File: src/rtl/riscv_mc_ctrl_pkg.sv
// Shared definitions for the multi-cycle RV32I control path.
// Holds the major opcode constants, the FSM state encoding, the decoded
// opcode class, and the select/cause codes driven onto the datapath.
package riscv_mc_ctrl_pkg;

  // RV32I major opcodes (IR[6:0])
  localparam logic [6:0] OPC_LUI      = 7'b0110111;
  localparam logic [6:0] OPC_AUIPC    = 7'b0010111;
  localparam logic [6:0] OPC_JAL      = 7'b1101111;
  localparam logic [6:0] OPC_JALR     = 7'b1100111;
  localparam logic [6:0] OPC_BRANCH   = 7'b1100011;
  localparam logic [6:0] OPC_LOAD     = 7'b0000011;
  localparam logic [6:0] OPC_STORE    = 7'b0100011;
  localparam logic [6:0] OPC_OP_IMM   = 7'b0010011;
  localparam logic [6:0] OPC_OP       = 7'b0110011;
  localparam logic [6:0] OPC_MISC_MEM = 7'b0001111;
  localparam logic [6:0] OPC_SYSTEM   = 7'b1110011;

  typedef enum logic [2:0] {
    ST_FETCH  = 3'd0,
    ST_DECODE = 3'd1,
    ST_EXEC   = 3'd2,
    ST_MEM    = 3'd3,
    ST_WB     = 3'd4,
    ST_TRAP   = 3'd5
  } state_e;

  typedef enum logic [3:0] {
    CLS_OP      = 4'd0,
    CLS_OP_IMM  = 4'd1,
    CLS_LUI     = 4'd2,
    CLS_AUIPC   = 4'd3,
    CLS_LOAD    = 4'd4,
    CLS_STORE   = 4'd5,
    CLS_BRANCH  = 4'd6,
    CLS_JAL     = 4'd7,
    CLS_JALR    = 4'd8,
    CLS_FENCE   = 4'd9,
    CLS_SYSTEM  = 4'd10,
    CLS_ILLEGAL = 4'd11
  } op_class_e;

  // Immediate-generator format select
  localparam logic [2:0] IMM_NONE = 3'd0;
  localparam logic [2:0] IMM_I    = 3'd1;
  localparam logic [2:0] IMM_S    = 3'd2;
  localparam logic [2:0] IMM_B    = 3'd3;
  localparam logic [2:0] IMM_J    = 3'd4;
  localparam logic [2:0] IMM_U    = 3'd5;

  // ALU operand selects
  localparam logic [1:0] ALU_A_RS1  = 2'd0;
  localparam logic [1:0] ALU_A_PC   = 2'd1;
  localparam logic [1:0] ALU_A_ZERO = 2'd2;
  localparam logic       ALU_B_RS2  = 1'b0;
  localparam logic       ALU_B_IMM  = 1'b1;

  // Writeback source and next-PC source
  localparam logic [1:0] WB_ALU = 2'd0;
  localparam logic [1:0] WB_MEM = 2'd1;
  localparam logic [1:0] WB_PC4 = 2'd2;
  localparam logic       PC_SEL_PC4 = 1'b0;
  localparam logic       PC_SEL_ALU = 1'b1;

  // Trap causes
  localparam logic [1:0] CAUSE_NONE    = 2'd0;
  localparam logic [1:0] CAUSE_ILLEGAL = 2'd1;
  localparam logic [1:0] CAUSE_SYSTEM  = 2'd2;
  localparam logic [1:0] CAUSE_BUS     = 2'd3;

  // Immediate format implied by an opcode class
  function automatic logic [2:0] imm_fmt_of(input op_class_e cls);
    logic [2:0] fmt;
    case (cls)
      CLS_OP_IMM, CLS_LOAD, CLS_JALR: fmt = IMM_I;
      CLS_STORE:                      fmt = IMM_S;
      CLS_BRANCH:                     fmt = IMM_B;
      CLS_JAL:                        fmt = IMM_J;
      CLS_LUI, CLS_AUIPC:             fmt = IMM_U;
      default:                        fmt = IMM_NONE;
    endcase
    return fmt;
  endfunction

endpackage

File: src/rtl/riscv_mc_ctrl_decode.sv
// Combinational major-opcode decoder, kept separate so a pipelined core can
// reuse it.
// Ports:
//   opcode    in  IR[6:0]
//   op_class  out opcode class
//   imm_fmt   out immediate format for the immediate generator
//   illegal   out opcode is not a supported RV32I major opcode
//   is_system out opcode is SYSTEM (ECALL/EBREAK/CSR), which this core traps on
module riscv_mc_decode
  import riscv_mc_ctrl_pkg::*;
(
  input  logic [6:0] opcode,
  output op_class_e  op_class,
  output logic [2:0] imm_fmt,
  output logic       illegal,
  output logic       is_system
);

  op_class_e cls_s;

  // Map the major opcode onto an instruction class
  always_comb begin
    cls_s = CLS_ILLEGAL;
    case (opcode)
      OPC_LUI:      cls_s = CLS_LUI;
      OPC_AUIPC:    cls_s = CLS_AUIPC;
      OPC_JAL:      cls_s = CLS_JAL;
      OPC_JALR:     cls_s = CLS_JALR;
      OPC_BRANCH:   cls_s = CLS_BRANCH;
      OPC_LOAD:     cls_s = CLS_LOAD;
      OPC_STORE:    cls_s = CLS_STORE;
      OPC_OP_IMM:   cls_s = CLS_OP_IMM;
      OPC_OP:       cls_s = CLS_OP;
      OPC_MISC_MEM: cls_s = CLS_FENCE;
      OPC_SYSTEM:   cls_s = CLS_SYSTEM;
      default:      cls_s = CLS_ILLEGAL;
    endcase
  end

  assign op_class  = cls_s;
  assign imm_fmt   = imm_fmt_of(cls_s);
  assign illegal   = (cls_s == CLS_ILLEGAL);
  assign is_system = (cls_s == CLS_SYSTEM);

endmodule

File: src/rtl/riscv_mc_ctrl.sv
// Multi-cycle control FSM for an RV32I core with one shared memory port.
// Sequences FETCH -> DECODE -> EXEC -> (MEM) -> (WB) per instruction, traps on
// illegal/SYSTEM opcodes and on memory requests that wait too long, and counts
// retired instructions (one per PC update).
// Ports:
//   clk, rst_n        clock, asynchronous active-low reset
//   opcode            IR[6:0], valid from DECODE onward
//   br_taken          branch comparator result, used in EXEC
//   mem_ready         memory accepts/completes the request this cycle
//   mem_req/mem_we/mem_is_fetch  memory request, store, instruction fetch
//   ir_we, pc_we, pc_sel, rf_we  datapath write strobes and next-PC select
//   alu_a_sel, alu_b_sel, wb_sel, imm_fmt  datapath selects
//   trap, trap_cause  halted flag and reason
//   instret           retired-instruction count
//   state_o           current FSM state
module riscv_mc_ctrl
  import riscv_mc_ctrl_pkg::*;
#(
  parameter int TIMEOUT = 255,
  parameter int CNT_W   = 8
) (
  input  logic        clk,
  input  logic        rst_n,
  input  logic [6:0]  opcode,
  input  logic        br_taken,
  input  logic        mem_ready,
  output logic        mem_req,
  output logic        mem_we,
  output logic        mem_is_fetch,
  output logic        ir_we,
  output logic        pc_we,
  output logic        pc_sel,
  output logic        rf_we,
  output logic [1:0]  alu_a_sel,
  output logic        alu_b_sel,
  output logic [1:0]  wb_sel,
  output logic [2:0]  imm_fmt,
  output logic        trap,
  output logic [1:0]  trap_cause,
  output logic [31:0] instret,
  output logic [2:0]  state_o
);

  localparam logic             TO_EN   = (TIMEOUT != 32'sd0);
  localparam logic [CNT_W-1:0] TO_LAST = (TIMEOUT == 32'sd0) ? {CNT_W{1'b0}}
                                                              : CNT_W'(TIMEOUT - 32'sd1);
  localparam logic [CNT_W-1:0] CNT_MAX = {CNT_W{1'b1}};

  state_e             state_q, state_d;
  logic [1:0]         cause_q, cause_d;
  logic [CNT_W-1:0]   cnt_q, cnt_d;
  logic [31:0]        instret_q, instret_d;

  op_class_e          dec_cls_s;
  logic [2:0]         dec_imm_fmt_s;
  logic               dec_illegal_s;
  logic               dec_system_s;

  logic               mem_req_s, mem_we_s, mem_is_fetch_s, ir_we_s;
  logic               pc_we_s, pc_sel_s, rf_we_s, trap_s;
  logic [1:0]         alu_a_sel_s, wb_sel_s;
  logic               alu_b_sel_s;
  logic [2:0]         imm_fmt_s;
  logic               expire_s;

  riscv_mc_decode u_decode (
    .opcode    (opcode),
    .op_class  (dec_cls_s),
    .imm_fmt   (dec_imm_fmt_s),
    .illegal   (dec_illegal_s),
    .is_system (dec_system_s)
  );

  // This is the last permitted waiting cycle; mem_ready now still wins.
  assign expire_s = TO_EN && !mem_ready && (cnt_q == TO_LAST);

  // Next state, trap cause and per-state datapath controls
  always_comb begin
    state_d        = state_q;
    cause_d        = cause_q;
    mem_req_s      = 1'b0;
    mem_we_s       = 1'b0;
    mem_is_fetch_s = 1'b0;
    ir_we_s        = 1'b0;
    pc_we_s        = 1'b0;
    pc_sel_s       = PC_SEL_PC4;
    rf_we_s        = 1'b0;
    alu_a_sel_s    = ALU_A_RS1;
    alu_b_sel_s    = ALU_B_RS2;
    wb_sel_s       = WB_ALU;
    imm_fmt_s      = IMM_NONE;
    trap_s         = 1'b0;
    case (state_q)
      ST_FETCH: begin
        mem_req_s      = 1'b1;
        mem_is_fetch_s = 1'b1;
        if (mem_ready) begin
          ir_we_s = 1'b1;
          state_d = ST_DECODE;
        end else if (expire_s) begin
          state_d = ST_TRAP;
          cause_d = CAUSE_BUS;
        end else begin
          state_d = ST_FETCH;
        end
      end
      ST_DECODE: begin
        imm_fmt_s = dec_imm_fmt_s;
        if (dec_illegal_s) begin
          state_d = ST_TRAP;
          cause_d = CAUSE_ILLEGAL;
        end else if (dec_system_s) begin
          state_d = ST_TRAP;
          cause_d = CAUSE_SYSTEM;
        end else begin
          state_d = ST_EXEC;
        end
      end
      ST_EXEC: begin
        // The datapath registers the ALU result here, so the operand selects
        // only matter in this state.
        imm_fmt_s = dec_imm_fmt_s;
        case (dec_cls_s)
          CLS_OP: begin
            alu_a_sel_s = ALU_A_RS1;
            alu_b_sel_s = ALU_B_RS2;
            state_d     = ST_WB;
          end
          CLS_OP_IMM, CLS_JALR: begin
            alu_a_sel_s = ALU_A_RS1;
            alu_b_sel_s = ALU_B_IMM;
            state_d     = ST_WB;
          end
          CLS_LUI: begin
            alu_a_sel_s = ALU_A_ZERO;
            alu_b_sel_s = ALU_B_IMM;
            state_d     = ST_WB;
          end
          CLS_AUIPC, CLS_JAL: begin
            alu_a_sel_s = ALU_A_PC;
            alu_b_sel_s = ALU_B_IMM;
            state_d     = ST_WB;
          end
          CLS_LOAD, CLS_STORE: begin
            alu_a_sel_s = ALU_A_RS1;
            alu_b_sel_s = ALU_B_IMM;
            state_d     = ST_MEM;
          end
          CLS_BRANCH: begin
            alu_a_sel_s = ALU_A_PC;
            alu_b_sel_s = ALU_B_IMM;
            pc_we_s     = 1'b1;
            pc_sel_s    = br_taken;
            state_d     = ST_FETCH;
          end
          CLS_FENCE: begin
            pc_we_s  = 1'b1;
            pc_sel_s = PC_SEL_PC4;
            state_d  = ST_FETCH;
          end
          default: begin
            // IR cannot change after DECODE; anything else here is corruption.
            state_d = ST_TRAP;
            cause_d = CAUSE_ILLEGAL;
          end
        endcase
      end
      ST_MEM: begin
        imm_fmt_s = dec_imm_fmt_s;
        mem_req_s = 1'b1;
        mem_we_s  = (dec_cls_s == CLS_STORE);
        if (mem_ready) begin
          if (dec_cls_s == CLS_STORE) begin
            pc_we_s  = 1'b1;
            pc_sel_s = PC_SEL_PC4;
            state_d  = ST_FETCH;
          end else begin
            state_d = ST_WB;
          end
        end else if (expire_s) begin
          state_d = ST_TRAP;
          cause_d = CAUSE_BUS;
        end else begin
          state_d = ST_MEM;
        end
      end
      ST_WB: begin
        imm_fmt_s = dec_imm_fmt_s;
        rf_we_s   = 1'b1;
        pc_we_s   = 1'b1;
        state_d   = ST_FETCH;
        case (dec_cls_s)
          CLS_JAL, CLS_JALR: begin
            wb_sel_s = WB_PC4;
            pc_sel_s = PC_SEL_ALU;
          end
          CLS_LOAD: begin
            wb_sel_s = WB_MEM;
            pc_sel_s = PC_SEL_PC4;
          end
          default: begin
            wb_sel_s = WB_ALU;
            pc_sel_s = PC_SEL_PC4;
          end
        endcase
      end
      ST_TRAP: begin
        trap_s  = 1'b1;
        state_d = ST_TRAP;
      end
      default: begin
        state_d = ST_FETCH;
      end
    endcase
  end

  // Wait-cycle counter: restarts on every state change, saturates at max
  always_comb begin
    if (state_d != state_q) begin
      cnt_d = {CNT_W{1'b0}};
    end else if (mem_req_s && !mem_ready && (cnt_q != CNT_MAX)) begin
      cnt_d = cnt_q + {{(CNT_W-1){1'b0}}, 1'b1};
    end else begin
      cnt_d = cnt_q;
    end
  end

  // One instruction retires with each PC update
  always_comb begin
    if (pc_we_s) begin
      instret_d = instret_q + 32'd1;
    end else begin
      instret_d = instret_q;
    end
  end

  // State, cause, wait counter and retire counter registers
  always_ff @(posedge clk or negedge rst_n) begin
    if (!rst_n) begin
      state_q   <= ST_FETCH;
      cause_q   <= CAUSE_NONE;
      cnt_q     <= {CNT_W{1'b0}};
      instret_q <= 32'd0;
    end else begin
      state_q   <= state_d;
      cause_q   <= cause_d;
      cnt_q     <= cnt_d;
      instret_q <= instret_d;
    end
  end

  // Gating with rst_n drops every strobe the moment reset asserts, even
  // though the reset state (FETCH) would otherwise request memory.
  assign mem_req      = rst_n & mem_req_s;
  assign mem_we       = rst_n & mem_we_s;
  assign mem_is_fetch = rst_n & mem_is_fetch_s;
  assign ir_we        = rst_n & ir_we_s;
  assign pc_we        = rst_n & pc_we_s;
  assign pc_sel       = rst_n & pc_sel_s;
  assign rf_we        = rst_n & rf_we_s;
  assign alu_a_sel    = rst_n ? alu_a_sel_s : 2'd0;
  assign alu_b_sel    = rst_n & alu_b_sel_s;
  assign wb_sel       = rst_n ? wb_sel_s : 2'd0;
  assign imm_fmt      = rst_n ? imm_fmt_s : 3'd0;
  assign trap         = rst_n & trap_s;
  assign trap_cause   = cause_q;
  assign instret      = instret_q;
  assign state_o      = state_q;

endmodule

File: config.mk
export PLATFORM = sky130hd
export DESIGN_NAME = riscv_mc_ctrl
export DESIGN_NICKNAME = d
export VERILOG_FILES = /design/src/rtl/riscv_mc_ctrl_pkg.sv /design/src/rtl/riscv_mc_ctrl_decode.sv /design/src/rtl/riscv_mc_ctrl.sv
export SDC_FILE = /design/constraint.sdc
export NUM_CORES = 1
export LEC_CHECK = 0
export ABC_AREA = 0
export CORE_ASPECT_RATIO = 1.75
export CORE_MARGIN = 8
export CORE_UTILIZATION = 45
export CTS_BUF_LIST = sky130_fd_sc_hd__clkbuf_16
export DETAILED_ROUTE_END_ITERATION = 8
export GPL_ROUTABILITY_DRIVEN = 0
export GPL_TIMING_DRIVEN = 0
export PLACE_DENSITY_LB_ADDON = 0.25
export SETUP_SLACK_MARGIN = 0.2
export SYNTH_ARGS = -nofsm -noshare
export SYNTH_HDL_FRONTEND = slang
export SYNTH_SLANG_ARGS = --single-unit
File: constraint.sdc
create_clock -name clk -period 14.09 [get_ports clk]
set_clock_uncertainty 0.05 [all_clocks]
set_input_delay 3.5225 -clock clk [delete_from_list [all_inputs] [get_ports clk]]
set_output_delay 3.5225 -clock clk [all_outputs]
set_load 0.01 [all_outputs]
==> results.sh <==
export IMPL_worstPathMaxFanout=10
export IMPL_area_delta_synth_final_pct=29.13
export IMPL_antenna_found_initial=0
export IMPL_finalSetupTns_ns=0
export IMPL_synth_area_leaders="dfrtp_1 38%, xor2_1 6.7%, xnor2_1 4.7%"
export IMPL_post_route_cell_area_sq_um=3860
export IMPL_required_ns=10.52
export IMPL_drt_initial_drc_count=159
export IMPL_clk_pin_slew_ns=0.06
export IMPL_core_area_sq_um=6490
export IMPL_synth_enable_flop_cells=0
export IMPL_first_global_vias=2762
export IMPL_netlist_area_sq_um=2989
export IMPL_fill_cells=573
export IMPL_cts_made_buffers=5
export IMPL_grt_max_degree=45
export IMPL_layout_drive_gt1_share_pct=10.23
export IMPL_synth_xor_area_share_pct=11.43
export IMPL_cap_violations=0
export IMPL_rsz0062_at_grt="no"
export IMPL_tritoncts="built"
export IMPL_wire_per_inst_um=17.67
export IMPL_ioPinCount=64
export IMPL_setup_viol=0
export IMPL_post_dp_cell_area_sq_um=3717
export IMPL_min_path_type="reg2reg"
export IMPL_grt_first_pass_wirelength_um=13420
export IMPL_design_die_area_sq_um=9609
export IMPL_yosys_area_top_type_share_pct=37.67
export IMPL_wl_um=8358
export IMPL_r2r_end="cnt_q[5]"
export IMPL_min_period_over_period_pct=77.07
export IMPL_ys_types=56
export IMPL_arrival_ns=7.29
export IMPL_num_antenna_cells=0
export IMPL_clk_latency_ns=0.28
export IMPL_ys_ff_latch=45
export IMPL_async_flop_share_pct=100.0
export IMPL_max_slew_margin_rel_pct=45.43
export IMPL_synth_fa_ha_area_share_pct=3.349
export IMPL_die_y_um=123.8
export IMPL_crit_family="buffers and inverters"
export IMPL_fin_nets=409
export IMPL_synthSimpleGateAreaFrac_pct=31.73
export IMPL_syn_nets=340
export IMPL_die_width_um=77.61
export IMPL_synth_cells=321
export IMPL_cts_resized=0
export IMPL_drcViolationCount=0
export IMPL_rrSetupSlack_ns=11.23
export IMPL_post_dp_hpwl_um=6290
export IMPL_endpoint="pc_we"
export IMPL_vias_per_cell=5.850
export IMPL_reg2reg_depth=7
export IMPL_synthMuxAreaShare_pct=1.214
export IMPL_end_kind="output pin"
export IMPL_grt_ovfl_total=0
export IMPL_crit_start="opcode[5]"
export IMPL_core_rowCount=39
export IMPL_cp_cell_sequence="clkdlybuf4s50_1 -> nor3_1 -> a21oi_1 -> a2bb2oi_1 -> nor3_1 -> inv_1 -> ha_1 -> clkbuf_1 -> nand3_1 -> a21oi_1 -> a31o_2 -> a31o_2 -> buf_2 -> and2_1 -> clkdlybuf4s50_1"
export IMPL_outcome="completed"
export IMPL_worst_pin_slew_ns=0.8122
export IMPL_ctsHoldBuffers=0
export IMPL_hold_viol=0
export IMPL_synth_top_area_cell="dfrtp_1"
export IMPL_cp_start_kind="primary input"
export IMPL_synth_compound_area_share_pct=11.51
export IMPL_root_buffer="clkbuf_16"
export IMPL_seq_area_frac_synth_pct=37.67
export IMPL_critPathKind="in2out"
export IMPL_fin_util_pct=59.48
export IMPL_r2r_start="state_o[0]"
export IMPL_ant_nets=0
export IMPL_htreeDepth=2
export IMPL_slowest_delay_ns=0.64
export IMPL_timing_fmax_ghz=0.09208
export IMPL_yosysWarnings=0
export IMPL_vias=2767
export IMPL_drv_slew=0
export IMPL_pwr_density_cell_nw_per_um2=67.89
export IMPL_numPortBuffers=61
export IMPL_clockBufferDepth=2
export IMPL_cp_depth=15
export IMPL_path_buf_inv=5
export IMPL_post_cts_buffers=0
export IMPL_syn_avg_cell_area_sq_um=9.312
export IMPL_first_pass_iters=5
export IMPL_p_leak_uw=0.001604
export IMPL_period_needed_ns=10.86
export IMPL_cts_sinks=45
export IMPL_grt_total_usage_pct=17.05
export IMPL_crit_slowest_cell="nor3_1"
export IMPL_start_util_pct=46.06
export IMPL_synth_top_flop_cell="dfrtp_1"
export IMPL_synth_top_family_by_area="simple AND/OR/NAND/NOR gates"
export IMPL_ir_drop_mv=0.06512
==> cell type report <==
class | instances | area, sq um | area share, %
Sequential cell | 45 | 1126 | 29.17
Clock inverter | 3 | 17.52 | 0.4538
Tap cell | 82 | 102.6 | 2.658
Buffer | 17 | 77.57 | 2.010
Timing Repair Buffer | 62 | 625.6 | 16.21
Multi-Input combinational cell | 255 | 1770 | 45.87
Inverter | 4 | 15.01 | 0.3890
Clock buffer | 5 | 125.1 | 3.241
==> state kept, by name (all words and copies together) (netlist names) <==
name	count
instret	32
cnt_q	8
state_o	3
trap_cause	2
==> cells in the mapped netlist (4+ instances only) <==
cell and instances:
nand2b_1 5, a31o_2 4, dfrtp_1 45, xnor2_1 16, clkbuf_1 10, nand4_1 11, buf_2 5, nor3_1 22
nor4_2 4, ha_1 8, inv_1 4, nor3b_1 4, o21ai_0 7, nand2_1 30, and2_1 6, and4_1 8
nand3_1 20, a21oi_1 8, xor2_1 23, or2_2 4, nor2b_1 4, and3_1 10, nor2_1 18
==> how the worst min path moves through the flow <==
stage,startpoint,end,slack [ns],cells past startpoint
floorplan,instret[31],instret[31],0.45,1
global placement,instret[31],instret[31],0.41,1
detailed placement,instret[31],instret[31],0.41,1
CTS,instret[31],instret[31],0.43,1
global route,instret[31],instret[31],0.43,1
finish,instret[31],instret[31],0.42,1
==> cell usage in the layout (no fill, tap or decap), types with 11 or more instances in the layout <==
cell and instances:
nor3_1 22, xor2_1 23, nand3_1 20, dfrtp_1 45, xnor2_1 16, nand4_1 11, nor2_1 18, clkdlybuf4s50_1 60
nand2_1 30
==> per-layer routing <==
layer  track usage, %  vias to the layer above  wire (um)
li1                 -                     1309          -
met1            17.92                     1343       3210
met2            30.60                       92       4360
met3            3.829                       23        482
met4            9.620                        0        304
met5                0                        -          0
==> kinds of logic (layout without fill, tap and decap cells) <==
logic type / after synthesis / in the layout
multiplexers: 3 / 3
flip-flops: 45 / 45
AND/OR/NAND/NOR: 162 / 162
AO/OA/AOI/OAI: 43 / 43
adder cells (fa/ha/maj): 8 / 8
XOR/XNOR: 39 / 39
buffers and inverters: 21 / 91
==> worst register-to-register path, stage by stage, from the launching register on <==
cell and delay (ns):
dfrtp_1 0.34, clkbuf_1 0.30, nor2b_1 0.56, nand2_1 0.14, o31ai_1 0.48, a311oi_1 0.10
a21boi_1 0.60, nor3_1 0.14
==> power by group <==
group          total [uW]  switching (uW)  internal (uW)
clock network         114            49.0           65.0
logic                17.9            10.9           7.07
registers             130           0.517            130
total                 262            60.3            202
==> through the flow <==
step | setup slack (ns) | total power [uW] | cells | hold WS (ns)
floorplan | 4.682 | 140.7 | 321 | 0.4539
global placement | 3.276 | 149.7 | 464 | 0.4071
detailed placement | 3.284 | 150.5 | 465 | 0.4146
CTS | 3.256 | 264.5 | 473 | 0.4269
global route | 3.009 | 271.7 | 473 | 0.4331
finish | 3.230 | 262.1 | 473 | 0.4248
Power figures use the tool's default switching activity.
